--- src/rtl/ysyx_22051145_scoreboard.sv ---
// Issue-control scoreboard between decode and execute.
// It tracks pending writes from long-latency ops (loads, mul/div) and blocks
// issue on RAW/WAW hazards against them. After a flush it holds issue off
// until every tracked op has written back. Only the valid/ready handshake is
// gated; no datapath passes through this block.
module ysyx_22051145_scoreboard #(
  parameter int MAX_OUT = 4,
  parameter int CNT_W   = 3
) (
  input  logic             clk,
  input  logic             rst_n,
  input  logic             id_valid_i,
  output logic             id_ready_o,
  input  logic [4:0]       rs1_raddr_i,
  input  logic [4:0]       rs2_raddr_i,
  input  logic             access_rd_i,
  input  logic [4:0]       rd_waddr_i,
  input  logic             long_op_i,
  input  logic             ex_ready_i,
  output logic             issue_valid_o,
  input  logic             wb_valid_i,
  input  logic [4:0]       wb_waddr_i,
  input  logic             flush_i,
  output logic [31:0]      busy_mask_o,
  output logic [CNT_W-1:0] outstanding_o,
  output logic             stall_o
);

  typedef enum logic {
    RUN   = 1'b0,
    DRAIN = 1'b1
  } state_e;

  state_e           state_q, state_d;
  logic [31:0]      mask_q, mask_d;
  logic [CNT_W-1:0] cnt_q, cnt_d;

  logic hazard;
  logic full;
  logic fire;
  logic tracked;
  logic wb_hit;

  // Hazard detection, issue gating and handshake; mask is the registered copy only
  always_comb begin
    hazard = ((rs1_raddr_i != 5'd0) && mask_q[rs1_raddr_i]) ||
             ((rs2_raddr_i != 5'd0) && mask_q[rs2_raddr_i]) ||
             (access_rd_i && (rd_waddr_i != 5'd0) && mask_q[rd_waddr_i]);
    full   = long_op_i && (cnt_q == CNT_W'(MAX_OUT));
    issue_valid_o = id_valid_i && rst_n && (state_q == RUN) && !flush_i &&
                    !hazard && !full;
    id_ready_o = issue_valid_o && ex_ready_i;
    stall_o    = id_valid_i && !id_ready_o;
    fire       = id_ready_o;
    tracked    = fire && long_op_i && access_rd_i && (rd_waddr_i != 5'd0);
    wb_hit     = wb_valid_i && (wb_waddr_i != 5'd0) && mask_q[wb_waddr_i];
  end

  // Next-state for mask, outstanding counter and RUN/DRAIN control
  always_comb begin
    mask_d  = mask_q;
    cnt_d   = cnt_q;
    state_d = state_q;

    if (wb_hit) begin
      mask_d[wb_waddr_i] = 1'b0;
    end
    if (tracked) begin
      mask_d[rd_waddr_i] = 1'b1;
    end
    mask_d[0] = 1'b0;

    case ({tracked, wb_hit})
      2'b10:   cnt_d = cnt_q + CNT_W'(1);
      2'b01:   cnt_d = cnt_q - CNT_W'(1);
      default: cnt_d = cnt_q;
    endcase

    if (flush_i) begin
      state_d = DRAIN;
    end else if ((state_q == DRAIN) && (cnt_q == '0)) begin
      state_d = RUN;
    end
  end

  // State registers with synchronous active-low reset
  always_ff @(posedge clk) begin
    if (!rst_n) begin
      state_q <= RUN;
      mask_q  <= '0;
      cnt_q   <= '0;
    end else begin
      state_q <= state_d;
      mask_q  <= mask_d;
      cnt_q   <= cnt_d;
    end
  end

  assign busy_mask_o   = mask_q;
  assign outstanding_o = cnt_q;

endmodule

--- config.mk ---
export PLATFORM = sky130hd
export DESIGN_NAME = ysyx_22051145_scoreboard
export DESIGN_NICKNAME = d
export VERILOG_FILES = /design/src/rtl/ysyx_22051145_scoreboard.sv
export SDC_FILE = /design/constraint.sdc
export NUM_CORES = 1
export LEC_CHECK = 0
export ABC_CLOCK_PERIOD_IN_PS = 5800
export BUFFER_PORTS_ARGS = -buffer_cell sky130_fd_sc_hd__buf_2
export CORE_ASPECT_RATIO = 1.1
export CORE_UTILIZATION = 59
export CTS_CLUSTER_SIZE = 14
export DETAILED_ROUTE_END_ITERATION = 7
export PLACE_DENSITY_LB_ADDON = 0.15
export SYNTH_ARGS = -nofsm -noshare
export SYNTH_HDL_FRONTEND = slang
export SYNTH_SLANG_ARGS = --single-unit
--- constraint.sdc ---
create_clock -name clk -period 5.8 [get_ports clk]
set_clock_uncertainty 0.05 [all_clocks]
set_input_delay 0.87 -clock clk [delete_from_list [all_inputs] [get_ports clk]]
set_output_delay 0.87 -clock clk [all_outputs]
set_load 0.03 [all_outputs]
==> results.yml <==
final_layout:
  final_nets: 412
  final_common_cell: "buf_2"
  fill_cells: 408
  final_layout_size_suffix_gt1_frac: 0.251
  final_util: 0.700
  layout_common_cells: "64 x buf_2, 42 x nand2_1, 35 x dfxtp_1, 31 x mux2i_1, 24 x o21ai_0"
  syn_to_final_growth_pct: 12.0
  diodes: 0
  design_area_um2: 3300
setup_path:
  cpMaxStageDelayCell: "or4_4"
  crit_fanout: 32
  r2r-end: "outstanding_o[2]"
  path_delay_family: "simple AND/OR/NAND/NOR gates"
  r2r_setup_slack_ns: 2.39
  timing.rr.start: "busy_mask_o[2]"
  r2r_cells: 11
  worstPathArrival_ns: 4.24
  slowest_delay_ns: 0.74
  cp-start-kind: "input port"
  crit_buf_inv: 2
  path_cells: "buf_2, mux4_2, nand2_1, nor4b_1, o21ai_1, or4_4, ha_1, inv_1, fa_1, xor2_1, or3_1, a21boi_0"
  crit_type: "input port to flip-flop"
  worstSetupEndpointType: "flip-flop"
  required_ns: 5.97
cts:
  h-tree-depth: 2
  ctsHoldBuffers: 0
  clk_pin_slew_ns: 0.08
  cts.path.max_buffers: 2
  root_buffer: "clkbuf_8"
  tritoncts: "done"
  worstSkewPairLatency_ns: 0.30
  cts-buffers-inserted: 5
  cts_resized: 0
  cts_sinks: 35
  post-cts-setup-buffers: 0
pwr:
  power_density_nw_per_um2: 172
  ir_drop_uv: 163
  comb_power_share: 0.167
  p_sw_mw: 0.165
  clockPowerShare: 0.406
  p_seq_frac: 0.427
  internal_power_mw: 0.403
  swShare: 0.290
  p_leak_nw: 1.30
place:
  dp_slack_ns: 1.40
  dpl_cell_area_um2: 3190
  io_buffer_count: 64
  place_hpwl_um: 6590
  finalWeightedCongestion: 0.973
timing:
  worst_pin_slew_ns: 0.792
  fin_crit_sh: 0.701
  rsz0062_at_grt: "false"
  hold_violations: 0
  setup_viol: 0
  worst_slack_ns: 1.73
  hold_slack_ns: 0.516
  slew_violations: 0
  finalSetupTns_ns: 0
  finalCriticalPeriod_ns: 4.07
  maxSlewHeadroom: 0.471
  fmax_ghz: 0.246
yosys:
  synth_top_cell_by_area: "dfxtp_1"
  synth_top_area_share: 0.238
  syn_avg_cell_area_um2: 8.59
  synth-edff-count: 0
  yosysSeqAreaShare: 0.238
  syn-num-nets: 373
  netlist_instances: 343
  synth_flop_cell: "dfxtp_1"
  yosysWarnings: 0
  synth_seq_cells: 35
  syn-cell-area_um2: 2950
  synthDistinctLibCells: 63
  async_flop_share: 0
  netlist_top_cells_area: "dfxtp_1 24%, mux2i_1 11%, mux4_2 8.4%, nand2_1 5.4%, o21ai_0 4.1%"
global_route:
  first_global_vias: 2913
  grt_antenna_before_repair: 0
  grt-ovfl-total: 0
  track_usage: 0.361
  grt_max_degree: 41
  grt_pass1_wl_um: 15000
die:
  die_h_um: 76.1
  start_util: 0.625
  core-area_um2: 4720
  dieArea_um2: 5280
  num_io_pins: 66
  rows: 26
  die_width_um: 69.4
min_path:
  min_path_type: "flip-flop to flip-flop"
  min_from: "busy_mask_o[4]"
  min_to: "busy_mask_o[4]"
  worstHoldPathCells: 2
drt:
  avgViaCountPerCell: 7.03
  ant_nets: 0
  drt-initial-drc-count: 274
  drc: 0
  wl_per_cell_um: 21.3
  wl_um: 9370
  firstDrtPassIters: 5
  dr_total_vias: 3085
status:
  status: "completed"
run:
  maxCapViolations: 0
==> Yosys cell counts (all sizes together), types with 2 or more instances <==
cell,instances
a31oi,3
nor4,2
a22o,2
nand2b,10
o211ai,15
nor2b,10
nor2,12
mux2,4
a22oi,3
o41ai,7
dfxtp,35
or3,3
or4,2
o22ai,2
a2111oi,2
inv,7
buf,17
o31ai,4
nand4,5
o32ai,3
nor4b,2
mux4,14
and2,3
nor3,4
nor3b,3
clkbuf,15
mux2i,31
o311ai,4
a311oi,2
o21ai,25
o31a,2
nand3,22
or3b,3
nand2,42
nand4b,3
==> worst max-delay path by stage <==
stage	to	startpoint	depth (start not counted)
finish	outstanding_o[2]	rd_waddr_i[0]	12
floorplan	outstanding_o[2]	rd_waddr_i[0]	15
global placement	outstanding_o[2]	rd_waddr_i[0]	12
global route	outstanding_o[2]	rd_waddr_i[0]	12
detailed placement	outstanding_o[2]	rd_waddr_i[0]	12
CTS	outstanding_o[2]	rd_waddr_i[0]	12
==> worst reg2reg max path, cell delays in order (launching register included) <==
cell	delay (ns)
dfxtp_1	0.42
mux4_1	0.52
o22ai_1	0.17
a2111oi_1	0.08
a221o_1	0.31
or4_4	0.68
ha_1	0.29
inv_1	0.07
fa_1	0.18
xor2_1	0.07
or3_1	0.29
a21boi_0	0.19
==> through the flow <==
stage | std cells | power, mW
global placement | 431 | 0.339
global route | 439 | 0.590
floorplan | 343 | 0.317
CTS | 439 | 0.568
finish | 439 | 0.568
detailed placement | 431 | 0.341
==> registers in the layout, summed over array words and instances (netlist names) <==
| name | flops |
|---|---|
| outstanding_o | 3 |
| busy_mask_o | 31 |
| state_q | 1 |
==> cell families (layout without fill, tap and decap cells) <==
group	Yosys count	after routing	share of synthesized area
adders and majority gates	2	2	0.0110
DFF	35	35	0.238
buffers and inverters	39	79	0.0603
and+or+nand+nor	131	131	0.236
AOI/OAI and AO/OA	84	84	0.217
xor gates and xnor gates	2	2	0.00595
muxes	49	49	0.231
other	1	1	0.00127
==> power by group through the flow <==
stage                     combinational [mW]  clock [mW]  sequential, mW
after global placement                0.0912           0           0.248
final                                 0.0949       0.231           0.243
after CTS                             0.0930       0.232           0.243
after detailed placement              0.0925           0           0.248
after floorplan                       0.0677           0           0.250
after global routing                   0.102       0.245           0.243
==> layer usage <==
layer / vias to the layer above / GRT usage / share of wire
met5: - / 0 / 0
met4: 0 / 0.227 / 0.050
met3: 52 / 0.0582 / 0.099
met2: 204 / 0.554 / 0.46
met1: 1434 / 0.471 / 0.39
li1: 1395 / - / -
==> cell type report <==
| class | instances | area [um^2] | area share |
|---|---|---|---|
| Clock inverter | 3 | 46.3 | 0.0140 |
| Timing Repair Buffer | 64 | 320 | 0.0970 |
| Multi-Input combinational cell | 269 | 2070 | 0.627 |
| Inverter | 7 | 26.3 | 0.00796 |
| Tap cell | 56 | 70.1 | 0.0212 |
| Sequential cell | 35 | 701 | 0.212 |
| Clock buffer | 5 | 68.8 | 0.0208 |
Power figures use the tool's default switching activity.
